### src/rtl/wake_ctrl_pkg.sv
// Shared types for the core wake/reset controller: wake policy and FSM states.
package wake_ctrl_pkg;

    typedef enum logic [1:0] {
        WAKE_COUNT,
        WAKE_EVENT,
        WAKE_BOTH
    } wake_mode_e;

    typedef enum logic [1:0] {
        ST_WAIT,
        ST_RUN,
        ST_SWRST
    } wake_state_e;

endpackage

### src/rtl/core_wake_rst_ctrl_if.sv
// Tile-side bundle of the core wake/reset controller: wake/reset requests, raw and conditioned interrupts.
interface core_wake_rst_ctrl_if #(
    parameter int NrIrq = 2
);
    logic             wake_evt_i;
    logic             sw_rst_i;
    logic [NrIrq-1:0] irq_i;
    logic             ipi_i;
    logic             time_irq_i;
    logic             debug_req_i;
    logic             core_rst_no;
    logic [NrIrq-1:0] irq_o;
    logic             ipi_o;
    logic             time_irq_o;
    logic             debug_req_o;
    logic             awake_o;

    modport slave (
        input  wake_evt_i, sw_rst_i, irq_i, ipi_i, time_irq_i, debug_req_i,
        output core_rst_no, irq_o, ipi_o, time_irq_o, debug_req_o, awake_o
    );

    modport master (
        output wake_evt_i, sw_rst_i, irq_i, ipi_i, time_irq_i, debug_req_i,
        input  core_rst_no, irq_o, ipi_o, time_irq_o, debug_req_o, awake_o
    );
endinterface

### src/rtl/sync_chain.sv
// Single-bit flop synchroniser with asynchronous active-low clear.
module sync_chain #(
    parameter int Stages = 2
) (
    input  logic clk_i,
    input  logic rst_ni,
    input  logic d_i,
    output logic q_o
);
    logic [Stages-1:0] r_q;

    always_ff @(posedge clk_i or negedge rst_ni) begin
        if (!rst_ni) r_q <= '0;
        else         r_q <= {r_q[Stages-2:0], d_i};
    end

    assign q_o = r_q[Stages-1];
endmodule

### src/rtl/core_wake_rst_ctrl.sv
// Holds the Ariane core in reset until tile SRAMs are initialised, handles software core
// reset with a minimum length, and synchronises/masks the core's interrupt inputs.
module core_wake_rst_ctrl
    import wake_ctrl_pkg::*;
#(
    parameter int         WakeCntWidth   = 16,
    parameter wake_mode_e WakeMode       = WAKE_COUNT,
    parameter int         SyncStages     = 2,
    parameter int         NrIrq          = 2,
    parameter int         MinSwRstCycles = 16
) (
    input  logic clk_i,
    input  logic reset_l,
    core_wake_rst_ctrl_if.slave io
);
    localparam int NLines = NrIrq + 3;
    localparam int SwW    = $clog2(MinSwRstCycles + 1);

    initial begin : p_param_chk
        assert (WakeCntWidth >= 2)   else $error("WakeCntWidth must be >= 2");
        assert (SyncStages >= 2)     else $error("SyncStages must be >= 2");
        assert (MinSwRstCycles >= 1) else $error("MinSwRstCycles must be >= 1");
    end

    wake_state_e             r_state, w_state_nxt;
    logic [WakeCntWidth-1:0] r_wcnt, w_wcnt_inc;
    logic [SwW-1:0]          r_scnt, w_scnt_inc;
    logic                    r_evt_seen;
    logic                    w_evt, w_wake_done, w_sw_done, w_gate, w_core_rst_n;
    logic [NLines-1:0]       w_raw, w_sync;

    // Done conditions look at the post-increment count so the transition lands on the
    // edge where the count is reached, not one edge later.
    assign w_wcnt_inc = r_wcnt[WakeCntWidth-1] ? r_wcnt : r_wcnt + WakeCntWidth'(1);
    assign w_scnt_inc = (r_scnt == SwW'(MinSwRstCycles)) ? r_scnt : r_scnt + SwW'(1);
    assign w_evt      = r_evt_seen | io.wake_evt_i;
    assign w_sw_done  = (w_scnt_inc == SwW'(MinSwRstCycles)) && !io.sw_rst_i;

    always_comb begin
        case (WakeMode)
            WAKE_EVENT: w_wake_done = w_evt;
            WAKE_BOTH:  w_wake_done = w_wcnt_inc[WakeCntWidth-1] && w_evt;
            default:    w_wake_done = w_wcnt_inc[WakeCntWidth-1];
        endcase
    end

    always_ff @(posedge clk_i or negedge reset_l) begin
        if (!reset_l) begin
            r_state    <= ST_WAIT;
            r_wcnt     <= '0;
            r_evt_seen <= 1'b0;
            r_scnt     <= '0;
        end else begin
            r_state <= w_state_nxt;
            if (r_state == ST_WAIT) begin
                r_wcnt     <= w_wcnt_inc;
                r_evt_seen <= w_evt;
            end
            r_scnt <= (r_state == ST_SWRST) ? w_scnt_inc : '0;
        end
    end

    always_comb begin
        w_state_nxt = r_state;
        case (r_state)
            ST_WAIT:  if (w_wake_done)    w_state_nxt = ST_RUN;
            ST_RUN:   if (io.sw_rst_i)    w_state_nxt = ST_SWRST;
            ST_SWRST: if (w_sw_done)      w_state_nxt = ST_RUN;
            default:                      w_state_nxt = ST_WAIT;
        endcase
    end

    always_comb begin
        w_gate = (r_state == ST_RUN);
    end

    assign io.awake_o = w_gate;

    // Reset path: asserts with reset_l, releases SyncStages edges after the gate rises.
    sync_chain #(.Stages(SyncStages)) u_rst_sync (
        .clk_i (clk_i),
        .rst_ni(reset_l),
        .d_i   (w_gate),
        .q_o   (w_core_rst_n)
    );

    assign w_raw = {io.debug_req_i, io.time_irq_i, io.ipi_i, io.irq_i};

    for (genvar g = 0; g < NLines; g++) begin : g_line
        sync_chain #(.Stages(SyncStages)) u_sync (
            .clk_i (clk_i),
            .rst_ni(reset_l),
            .d_i   (w_raw[g]),
            .q_o   (w_sync[g])
        );
    end

    assign io.core_rst_no = w_core_rst_n;
    assign io.irq_o       = w_sync[NrIrq-1:0] & {NrIrq{w_core_rst_n}};
    assign io.ipi_o       = w_sync[NrIrq]   & w_core_rst_n;
    assign io.time_irq_o  = w_sync[NrIrq+1] & w_core_rst_n;
    assign io.debug_req_o = w_sync[NrIrq+2] & w_core_rst_n;
endmodule

### src/flat_wrapper.sv
// flat-port wrapper written by rule: the top's interface ports become plain ports
module core_wake_rst_ctrl_flat import wake_ctrl_pkg::*;
#(
    parameter int         WakeCntWidth   = 16,
    parameter wake_mode_e WakeMode       = WAKE_COUNT,
    parameter int         SyncStages     = 2,
    parameter int         NrIrq          = 2,
    parameter int         MinSwRstCycles = 16
)
  (clk_i, reset_l, io_wake_evt_i, io_sw_rst_i, io_irq_i, io_ipi_i, io_time_irq_i, io_debug_req_i, io_core_rst_no, io_irq_o, io_ipi_o, io_time_irq_o, io_debug_req_o, io_awake_o);
  core_wake_rst_ctrl_if #(.NrIrq(NrIrq)) io_i ();
  input  logic clk_i;
  input  logic reset_l;
  input wire logic [$bits(io_i.wake_evt_i)-1:0] io_wake_evt_i;
  input wire logic [$bits(io_i.sw_rst_i)-1:0] io_sw_rst_i;
  input wire logic [$bits(io_i.irq_i)-1:0] io_irq_i;
  input wire logic [$bits(io_i.ipi_i)-1:0] io_ipi_i;
  input wire logic [$bits(io_i.time_irq_i)-1:0] io_time_irq_i;
  input wire logic [$bits(io_i.debug_req_i)-1:0] io_debug_req_i;
  output wire logic [$bits(io_i.core_rst_no)-1:0] io_core_rst_no;
  output wire logic [$bits(io_i.irq_o)-1:0] io_irq_o;
  output wire logic [$bits(io_i.ipi_o)-1:0] io_ipi_o;
  output wire logic [$bits(io_i.time_irq_o)-1:0] io_time_irq_o;
  output wire logic [$bits(io_i.debug_req_o)-1:0] io_debug_req_o;
  output wire logic [$bits(io_i.awake_o)-1:0] io_awake_o;
  assign io_i.wake_evt_i = io_wake_evt_i;
  assign io_i.sw_rst_i = io_sw_rst_i;
  assign io_i.irq_i = io_irq_i;
  assign io_i.ipi_i = io_ipi_i;
  assign io_i.time_irq_i = io_time_irq_i;
  assign io_i.debug_req_i = io_debug_req_i;
  assign io_core_rst_no = io_i.core_rst_no;
  assign io_irq_o = io_i.irq_o;
  assign io_ipi_o = io_i.ipi_o;
  assign io_time_irq_o = io_i.time_irq_o;
  assign io_debug_req_o = io_i.debug_req_o;
  assign io_awake_o = io_i.awake_o;
  core_wake_rst_ctrl #(.WakeCntWidth(WakeCntWidth), .WakeMode(WakeMode), .SyncStages(SyncStages), .NrIrq(NrIrq), .MinSwRstCycles(MinSwRstCycles)) u_core (.clk_i(clk_i), .reset_l(reset_l), .io(io_i));
endmodule
### config.mk
export PLATFORM = sky130hd
export DESIGN_NAME = core_wake_rst_ctrl_flat
export DESIGN_NICKNAME = d
export VERILOG_FILES = /design/src/rtl/wake_ctrl_pkg.sv /design/src/rtl/core_wake_rst_ctrl_if.sv /design/src/rtl/sync_chain.sv /design/src/rtl/core_wake_rst_ctrl.sv /design/src/flat_wrapper.sv
export SDC_FILE = /design/constraint.sdc
export NUM_CORES = 1
export LEC_CHECK = 0
export ABC_AREA = 1
export ABC_CLOCK_PERIOD_IN_PS = 4700
export BUFFER_PORTS_ARGS = -buffer_cell sky130_fd_sc_hd__buf_2
export CORE_ASPECT_RATIO = 0.75
export CORE_MARGIN = 2
export CORE_UTILIZATION = 41
export CTS_CLUSTER_DIAMETER = 40
export CTS_CLUSTER_SIZE = 25
export DETAILED_ROUTE_END_ITERATION = 7
export GPL_ROUTABILITY_DRIVEN = 0
export HOLD_SLACK_MARGIN = 0.08
export PLACE_DENSITY_LB_ADDON = 0.3
export SYNTH_ARGS = -nofsm -noshare
export SYNTH_HDL_FRONTEND = slang
export SYNTH_HIERARCHICAL = 1
export SYNTH_SLANG_ARGS = --single-unit
### constraint.sdc
create_clock -name clk_i -period 4.7 [get_ports clk_i]
set_clock_uncertainty 0.2 [all_clocks]
set_input_delay 1.41 -clock clk_i [delete_from_list [all_inputs] [get_ports clk_i]]
set_output_delay 1.41 -clock clk_i [all_outputs]
set_load 0.01 [all_outputs]
Yosys cells after proc, flatten, opt, wreduce, memory -nomap -nowiden:

Cells that the tools add are included.
W data, S select, Z words.

* add/sub/neg operators: 2
* equal/unequal tests: 7
* multiplexer cells: 7
* bitwise operators: 5
* reduce and logical (&&, ||, !) cells: 5

Operators with widths (count)
* $add A16 B1 Y16 const B: 1
* $mux W16: 1
* $eq A5 B5 Y1 const B: 2
* $mux W5: 2
* $mux W2: 3
* $pmux W2 S3: 1
* $add A5 B1 Y5 const B: 1
* $ne A2 B1 Y1 const B: 2
* $and A1 B1 Y1: 3
* $reduce_and A3 Y1: 1
* $and A2 B2 Y2: 1
* $eq A2 B1 Y1 const B: 1
* $eq A2 B2 Y1 const B: 1
* $logic_not A2 Y1: 1
* $ne A2 B2 Y1 const B: 1
* $reduce_and A2 Y1: 1
* $logic_and A1 B1 Y1: 1
* $logic_not A1 Y1: 1
* $not A1 Y1: 1

* register bits: 35
* input bits: 9
* output and inout port bits: 7
* word-level logic and storage cells: 36

Longest topological paths before layout:

Gate-level depths: netlist of the first run.

* depth after elaboration: 6
* gate-level depth with buffers: 12
* mapped depth without buffers: 12

Modules after synthesis:

Netlist of the first run, hierarchy kept.

Modules (own cells, without submodules)
* core_wake_rst_ctrl: times used 1, cells an instance 161, area an instance 1271.2 µm², seq. area each 575.6 µm²
* sync_chain: times used 6, cells an instance 2, area an instance 50.0 µm², seq. area each 50.0 µm²

Worst setup path after synthesis of the first run:

Ideal clock, no wire load.

* kind: flip-flop to output port
* from: reg u_core.r_state[0]
* to: out io_awake_o
* data arrival time: 0.655 ns
* required time: 3.090 ns
* path slack: 2.435 ns
* stages on the path, launching flop included: 3
* buffers on the path: 0
* cells stage by stage: dfrtp_1 inv_2 nor2_1

* word-level cells in the longest chain between the ends: 1

Ends and longest elaborated chain
* from (decl): RTL line core_wake_rst_ctrl.sv:25 `wake_state_e r_state, w_state_nxt;`
* from (signal assigned): RTL line core_wake_rst_ctrl.sv:54 `r_state <= w_state_nxt;`
* $eq A2 B1 Y1: RTL line core_wake_rst_ctrl.sv:74 `w_gate = (r_state == ST_RUN);`
* to (decl): RTL line flat_wrapper.sv:25 `output wire logic [$bits(io_i.awake_o)-1:0] io_awake_o;`

No other way between the ends.

Worst setup path in the final report of the first run:

Ends and elaborated chain as after synthesis.

==> reports/summary.txt, run 1 <==
Synth area leaders = dfrtp_1 56%, nand2_1 10%, inv_1 7.4%
Most frequent cell after synthesis = nand2_1
Detailed Place HPWL = 1.76 mm
Synth-to-Final Area Change = 16.0%
Routed via count = 1,086
Total Routing Usage GR = 0.129
Synth Warn # = 6
Total power = 851 uW
Initial Utilization = 0.429
WHS = 151 ps
Fin Setup TNS = 0 ps
Vias in the first global route = 991
Tmin final = 2720 ps
Critical path launch point type = flop
Clock Sinks = 35
Post-DR wirelength/cell = 9.74 um
Core ar. = 3660 um2
WP data required = 3090 ps
Clock share of power = 0.323
Crit Path Max Fanout = 4
Synthesized flop and latch total = 35
CTS Buffer Depth = 2
Slew headroom = 0.504
Sequential area share after synthesis = 0.557
GRT overflow = 0
Cell accounting for the most synthesized area = dfrtp_1
Hold path startpoint = u_core/g_line[3].u_sync/r_q[0]
P_leak = 0.000993 uW
Outcome = finished, final reports clean
Max-Cap Viols = 0
Tightest Pin Transition = 744 ps
Post-CTS setup buffer count = 0
Critical Path Sink Type = primary output
Routed WL = 2.41 mm
DRT iter0 DRCs = 28
Avg Vias per Cell = 4.40
Chip height = 57.6 um
Mapped Nets = 185
Combinational share of power = 0.218
PD cells = 467 nW/um2
Largest net degree at the start of global routing = 36
Max Fclk = 0.367 GHz
DRT antenna net count = 0
RR Endpoint = u_core/r_state[0]
Die W = 75.5 um
Top FF cell, synth = dfrtp_1
CTS buffer count = 5
H-tree depth = 2
Worst Hold Endpoint = u_core/g_line[3].u_sync/r_q[1]
Top cell type's share of synthesized area = 0.557
Post-synth ARST share = 1.00
Peak supply drop = 0.340 mV
Ant diodes = 0
Max Slew Vio Count = 0
Post-Synthesis Cell Area = 1570 um2
Clk pin slew, worst setup/hold paths = 80 ps
Final Hold Vio Count = 0
Antenna violations before repair = 0
Internal power = 574 uW
Root Driver = clkbuf_8
Worst Setup Path Type = flop to primary output
CTS Hold Buffers Added = 0
Final Net Count = 206
Synth Instances = 173
Cell depth of the worst flop-to-flop path = 9
Switching part of the total power = 0.326
Commonest cells post-synth = 43 x nand2_1, 35 x dfrtp_1, 31 x inv_1, 17 x nor2_1, 11 x nand3_1
Port Buffer Count = 14
Die area = 4350 um2
Worst Hold Depth = 0
First-pass GRT wire length = 4.17 mm
Num ports = 16
Hold Path Class = flop to flop
CTS tree = yes
Worst skew pair latency = 290 ps
DRC = 0
Row cnt = 19
RSZ-0062 raised after global routing = no
Layout cell share with drive strength beyond 1 = 0.164
Register share of total power = 0.460
RR Startpoint = u_core/r_scnt[0]
Router iterations before antenna repair = 5
Critical Path AT = 1110 ps
Post-synth EDFFs = 0
Post-synthesis cell type count = 21
PostCTS Resize Cnt = 0
Finish-stage setup viols = 0
FF-to-FF setup slack = 3060 ps
Final period util = 0.579
Mean post-synth cell area = 9.08 um2
Switch Pwr = 278 uW
## state kept, by name, summed over array words and instances (netlist names)
name,flops
u_core/r_wcnt,16
u_core/g_line.u_sync/r_q,10
u_core/r_scnt,5
u_core/r_state,2
u_core/u_rst_sync/r_q,2
## worst max path at each step
stage	start	endpoint	slack (ps)	depth (start not counted)
6_report	u_core/r_state[0]	io_awake_o	1980	3
5_1_grt	u_core/r_state[0]	io_awake_o	1880	3
4_1_cts	u_core/r_state[0]	io_awake_o	1950	3
3_5_place_dp	u_core/r_state[0]	io_awake_o	2280	3
3_3_place_gp	u_core/r_state[0]	io_awake_o	2270	3
2_1_floorplan	u_core/r_state[0]	io_awake_o	2440	2
## cell families after synthesis
kind of cell | synth area share
and+or+nand+nor | 0.254
buffers and inverters | 0.0812
AOI/OAI and AO/OA | 0.0111
DFF | 0.557
adders and majority gates | 0.0239
xor gates and xnor gates | 0.0725
## power by group through the flow
| stage | combinational (uW) | sequential, uW | clock (uW) |
|---|---|---|---|
| after CTS | 189 | 391 | 283 |
| after floorplan | 145 | 388 | 0 |
| after global routing | 221 | 397 | 296 |
| final | 185 | 391 | 275 |
| after detailed placement | 186 | 397 | 0 |
| after global placement | 181 | 396 | 0 |
## final cells by class
cell class                 count  area, um2
timing repair buffer          14       70.1
inverter                      34        128
tap                           52       65.1
multi-input combinational    104        568
sequential                    35        876
fill                         345       1840
clock buffer                   5       68.8
clock inverter                 3       47.5
## placed cells by master (no fill, tap or decap), drive strengths merged
cell type	count
nand3b	1
nand3	12
a21oi	1
o31ai	1
nand2	44
xor2	8
xnor2	5
dfrtp	35
inv	35
nor3	3
clkbuf	5
clkinv	1
buf	14
ha	3
nor2	19
o21ai	1
bufinv	1
nand4	6
## metal layers
layer  vias to the layer above  track usage  wire length, um
met5                         -            0                0
met1                       495        0.186             1300
met3                         2       0.0417              112
met4                         0       0.0451               16
li1                        569            -                -
met2                        20        0.184              983
## critical path, cell delays in order, from the launching register on
cell	delay, ps
dfrtp_1	400
inv_2	70
nor2_1	180
buf_2	170
## metrics by stage
step / std cells / setup slack [ps] / cell area [um2] / util
floorplan: 173 / 2440 / 1570 / -
finish: 247 / 1980 / 1820 / 0.498
detailed placement: 239 / 2280 / 1710 / 0.466
global placement: 239 / 2270 / 1710 / 0.466
global route: 247 / 1880 / 1820 / 0.498
CTS: 247 / 1950 / 1820 / 0.498
(Power assumes the default switching activity.)
==> run 2: changes to the inputs <==
--- a/config.mk
+++ b/config.mk
@@ -6,7 +6,7 @@
 export NUM_CORES = 1
 export LEC_CHECK = 0
 export ABC_AREA = 1
-export ABC_CLOCK_PERIOD_IN_PS = 4700
+export ABC_CLOCK_PERIOD_IN_PS = 2250
 export BUFFER_PORTS_ARGS = -buffer_cell sky130_fd_sc_hd__buf_2
 export CORE_ASPECT_RATIO = 0.75
 export CORE_MARGIN = 2
==> constraint.sdc (replaced) <==
create_clock -name clk_i -period 2.25 [get_ports clk_i]
set_clock_uncertainty 0.2 [all_clocks]
set_input_delay 0.675 -clock clk_i [delete_from_list [all_inputs] [get_ports clk_i]]
set_output_delay 0.675 -clock clk_i [all_outputs]
set_load 0.01 [all_outputs]
==> reports/summary.txt, run 2 (synthesis gave the netlist of run 1 again) <==
Routed via count = 1,072 (was 1,086)
Critical Path Max Stage Delay = 400 ps (about the same)
WP buf/inv = 2 (unchanged)
Crit Path Max Fanout = 4 (unchanged)
Routed WL = 2.48 mm (was 2.41 mm)
Die W = 75.5 um (unchanged)
Top Registers = u_core/r_wcnt: 16 flops, u_core/g_line.u_sync/r_q: 10 flops, u_core/r_scnt: 5 flops (unchanged)
Commonest non-fill, non-tap cell in the layout = nand2_1 (unchanged)
Hold Path Class = primary input to async pin (was flop to flop)
Avg Vias per Cell = 4.32 (was 4.40)
Core ar. = 3660 um2 (unchanged)
Final Hold Vio Count = 0 (unchanged)
Clock Sinks = 35 (unchanged)
Final period util = 0.880
P_leak = 0.00101 uW (was 0.000993 uW)
Vias in the first global route = 1,068 (was 991)
DRT antenna net count = 0 (unchanged)
Slew headroom = 0.717 (was 0.504)
Finish-stage setup viols = 0 (unchanged)
DRC = 0 (unchanged)
CTS Buffer Depth = 2 (unchanged)
M2 GR Usage = 0.201 (was 0.184)
Num ports = 16 (unchanged)
Layout cell share with drive strength beyond 1 = 0.163 (was 0.164)
Die area = 4350 um2 (unchanged)
Critical path launch point type = flop (unchanged)
Critical Path AT = 1110 ps (about the same)
Tmin final = 1980 ps
Antenna violations before repair = 0 (unchanged)
Ant diodes = 0 (unchanged)
Worst Setup Path Type = flop to primary output (unchanged)
Row cnt = 19 (unchanged)
Final Net Count = 207 (was 206)
Critical Path Sink Type = primary output (unchanged)
PostCTS Resize Cnt = 0 (unchanged)
Synth-to-Final Area Change = 18.3% (was 16.0%)
Global routing usage on met1 = 0.196 (was 0.186)
CTS Hold Buffers Added = 0 (unchanged)
Place WS = 551 ps (was 2280 ps)
Max Fclk = 0.505 GHz
Post-DR wirelength/cell = 9.99 um (was 9.74 um)
Crit-path slowest cell = dfrtp_1 (unchanged)
Final Instance Area = 1860 um2 (was 1820 um2)
Post-CTS setup buffer count = 0 (unchanged)
Met3 usage = 0.0470 (was 0.0417)
Outcome = finished, final reports clean (unchanged)
Max-Cap Viols = 0 (unchanged)
Critical path cell sequence = inv_2, nor2_1, buf_2 (unchanged)
CTS buffer count = 5 (unchanged)
Clk pin slew, worst setup/hold paths = 70 ps (was 80 ps)
WP data required = 1370 ps (was 3090 ps)
Port Buffer Count = 14 (unchanged)
Setup ws final = 269 ps (was 1980 ps)
Largest net degree at the start of global routing = 19 (was 36)
DRT iter0 DRCs = 38 (was 28)
Peak supply drop = 0.468 mV (was 0.340 mV)
RSZ-0062 raised after global routing = no (unchanged)
Worst skew pair latency = 290 ps (about the same)
Chip height = 57.6 um (unchanged)
First-pass GRT wire length = 4.48 mm (was 4.17 mm)
Router iterations before antenna repair = 5 (unchanged)
Initial Utilization = 0.429 (unchanged)
GRT overflow = 0 (unchanged)
Crit-path leading delay family = flip-flops (unchanged)
PD cells = 1010 nW/um2 (was 467 nW/um2)
Largest Register = u_core/r_wcnt (unchanged)
Max Slew Vio Count = 0 (unchanged)
Most frequent cells in the layout = 43 x nand2_1, 35 x dfrtp_1, 31 x inv_1 (unchanged)
H-tree depth = 2 (unchanged)
Detailed Place HPWL = 1.86 mm (was 1.76 mm)
Total Routing Usage GR = 0.142 (was 0.129)
Root Driver = clkbuf_8 (unchanged)
CTS tree = yes (unchanged)
Fin Setup TNS = 0 ps (unchanged)
Total power = 1870 uW (was 851 uW)
Tightest Pin Transition = 425 ps (was 744 ps)
Top Usage Layer GRT = met2 (was met1)
Cell Area, Placed = 1730 um2 (was 1710 um2)
Max reg flops = 16 (unchanged)
[run 2: cell type report]
cell class | count | area [um2]
Inverter | 34 | 128
Tap cell | 52 | 65.1
Multi-Input combinational cell | 104 | 568
Timing Repair Buffer | 15 | 90.1
Sequential cell | 35 | 876
Fill cell | 357 | 1800
Clock buffer | 6 | 72.6
Clock inverter | 2 | 60.1
[run 2: path summary, 6_finish.rpt]
check	cells past startpoint	slack, ps	to	from
max reg2reg	9	630	u_core/r_state[0]	u_core/r_scnt[0]
min reg2reg	0	150	u_core/g_line[1].u_sync/r_q[1]	u_core/g_line[1].u_sync/r_q[0]
min in group clk_i	0	150	u_core/g_line[1].u_sync/r_q[1]	u_core/g_line[1].u_sync/r_q[0]
max in group asynchronous	2	1290	u_core/r_wcnt[0]	reset_l
min	1	120	u_core/r_state[0]	reset_l
max	3	270	io_awake_o	u_core/r_state[0]
[run 2: worst register-to-register path, delay by kind of cell, from the launching register on]
family | cells | cell delay, ps
AOI/OAI and AO/OA | 1 | 120
adders and majority gates | 1 | 290
buffers and inverters | 2 | 150
and+or+nand+nor | 5 | 380
DFF | 1 | 420
[run 2: routing by layer]
layer / vias to the layer above / share of wire
li1: 565 / -
met1: 482 / 0.50
met2: 19 / 0.43
met3: 6 / 0.050
met4: 0 / 0.017
met5: - / 0
[run 2: stage by stage]
step / hold slack, ps / utilization / instances
global route: 143 / 0.508 / 248
finish: 116 / 0.508 / 248
global placement: 132 / 0.472 / 240
detailed placement: 136 / 0.472 / 240
CTS: 128 / 0.508 / 248
floorplan: 131 / - / 173
[run 2: where the power goes]
part           total [uW]  internal, uW  switching (uW)
registers             820           726            94.5
logic                 390           142             249
clock network         661           443             218
==> run 3: changes to the inputs <==
--- a/config.mk
+++ b/config.mk
@@ -16,6 +16,7 @@
 export DETAILED_ROUTE_END_ITERATION = 7
 export GPL_ROUTABILITY_DRIVEN = 0
 export HOLD_SLACK_MARGIN = 0.08
+export MAX_ROUTING_LAYER = met4
 export PLACE_DENSITY_LB_ADDON = 0.3
 export SYNTH_ARGS = -nofsm -noshare
 export SYNTH_HDL_FRONTEND = slang
==> reports/summary.txt, run 3 (synthesis gave the netlist of run 1 again) <==
Fin Setup TNS = 0 ps (unchanged)
Critical Path AT = 1110 ps (about the same)
Root Driver = clkbuf_8 (unchanged)
Die area = 4350 um2 (unchanged)
CTS tree = yes (unchanged)
Largest Register = u_core/r_wcnt (unchanged)
Tmin final = 1980 ps (about the same)
Finish-stage setup viols = 0 (unchanged)
DRT antenna net count = 0 (unchanged)
Most frequent cells in the layout = 43 x nand2_1, 35 x dfrtp_1, 31 x inv_1 (unchanged)
Cell Area, Placed = 1730 um2 (unchanged)
RR Startpoint = u_core/r_scnt[0] (unchanged)
Row cnt = 19 (unchanged)
Clock Sinks = 35 (unchanged)
Die W = 75.5 um (unchanged)
Critical Path Sink Type = primary output (unchanged)
Worst skew pair latency = 290 ps (about the same)
Max reg flops = 16 (unchanged)
RSZ-0062 raised after global routing = no (unchanged)
Clk pin slew, worst setup/hold paths = 70 ps (about the same)
Worst setup path startpoint = u_core/r_state[0] (unchanged)
Chip height = 57.6 um (unchanged)
Port Buffer Count = 14 (unchanged)
Routed via count = 1,075 (was 1,072)
Critical path cell sequence = inv_2, nor2_1, buf_2 (unchanged)
CTS Buffer Depth = 2 (unchanged)
Routed WL = 2.48 mm (about the same)
DRT iter0 DRCs = 34 (was 38)
Critical path launch point type = flop (unchanged)
Num ports = 16 (unchanged)
Final Instance Area = 1860 um2 (unchanged)
PD cells = 1010 nW/um2 (about the same)
CTS Hold Buffers Added = 0 (unchanged)
PostCTS Resize Cnt = 0 (unchanged)
Peak supply drop = 0.468 mV (about the same)
Post-DR wirelength/cell = 9.98 um (was 9.99 um)
CTS buffer count = 5 (unchanged)
Total Routing Usage GR = 0.147 (was 0.142)
Outcome = finished, final reports clean (unchanged)
Tightest Pin Transition = 425 ps (unchanged)
Slew headroom = 0.717 (unchanged)
Crit Path Max Fanout = 4 (unchanged)
Initial Utilization = 0.429 (unchanged)
Detailed Place HPWL = 1.86 mm (unchanged)
Crit-path slowest cell = dfrtp_1 (unchanged)
Final Hold Vio Count = 0 (unchanged)
Ant diodes = 0 (unchanged)
First-pass GRT wire length = 4.49 mm (was 4.48 mm)
Commonest non-fill, non-tap cell in the layout = nand2_1 (unchanged)
Avg Vias per Cell = 4.33 (was 4.32)
Critical Path Max Stage Delay = 400 ps (about the same)
Top Registers = u_core/r_wcnt: 16 flops, u_core/g_line.u_sync/r_q: 10 flops, u_core/r_scnt: 5 flops (unchanged)
Router iterations before antenna repair = 4 (was 5)
Layout cell share with drive strength beyond 1 = 0.163 (unchanged)
H-tree depth = 2 (unchanged)
Synth-to-Final Area Change = 18.3% (unchanged)
Largest net degree at the start of global routing = 19 (unchanged)
Max Fclk = 0.505 GHz (about the same)
Hold Path Class = primary input to async pin (unchanged)
Post-CTS setup buffer count = 0 (unchanged)
WP data required = 1370 ps (about the same)
Final period util = 0.880 (about the same)
Vias in the first global route = 1,067 (was 1,068)
DRC = 0 (unchanged)
Max Slew Vio Count = 0 (unchanged)
Worst Setup Path Type = flop to primary output (unchanged)
Final Net Count = 207 (unchanged)
Max-Cap Viols = 0 (unchanged)
Core ar. = 3660 um2 (unchanged)
Antenna violations before repair = 0 (unchanged)
Post-Route Utilization = 0.508 (unchanged)
P_leak = 0.00101 uW (unchanged)
GRT overflow = 0 (unchanged)
-- run 3: worst max-delay path, delay by kind of cell (launching register included) --
family        cells  cell delay [ps]
flops             1              400
buf+inv           2              240
simple gates      1              180
-- run 3: cell type report --
| class | count | area (um2) |
|---|---|---|
| well taps | 52 | 65.1 |
| clock buffers | 6 | 72.6 |
| repair buffers | 15 | 90.1 |
| clock inverters | 2 | 60.1 |
| flip-flops and latches | 35 | 876 |
| multi-input cells | 104 | 568 |
| inverters | 34 | 128 |
| fillers | 357 | 1800 |
-- run 3: worst paths after layout --
kind / endpoint / depth (start not counted) / slack [ps]
setup / recovery: io_awake_o / 3 / 270
hold / removal: u_core/r_state[0] / 1 / 120
setup reg to reg: u_core/r_state[0] / 9 / 630
hold reg to reg: u_core/g_line[1].u_sync/r_q[1] / 0 / 150
max in group asynchronous: u_core/r_wcnt[0] / 2 / 1290
min in group clk_i: u_core/g_line[1].u_sync/r_q[1] / 0 / 150
-- run 3: stage by stage --
step	total power, uW	hold slack, ps	cells	setup slack, ps
4_1_cts	1900	128	248	224
3_5_place_dp	1230	136	240	551
5_1_grt	2000	143	248	168
2_1_floorplan	1110	131	173	720
3_3_place_gp	1210	132	240	549
6_report	1870	116	248	269
-- run 3: layer usage --
| metal | share of wire | global-route usage | up-vias |
|---|---|---|---|
| li1 | - | - | 566 |
| met1 | 0.50 | 0.196 | 482 |
| met2 | 0.43 | 0.201 | 19 |
| met5 | 0 | - | - |
| met3 | 0.050 | 0.0470 | 8 |
| met4 | 0.023 | 0.0752 | 0 |
-- run 3: report_power, final --
part | total [uW] | internal [uW] | switching [uW]
registers | 820 | 726 | 94.5
logic | 390 | 142 | 248
clock network | 661 | 443 | 218
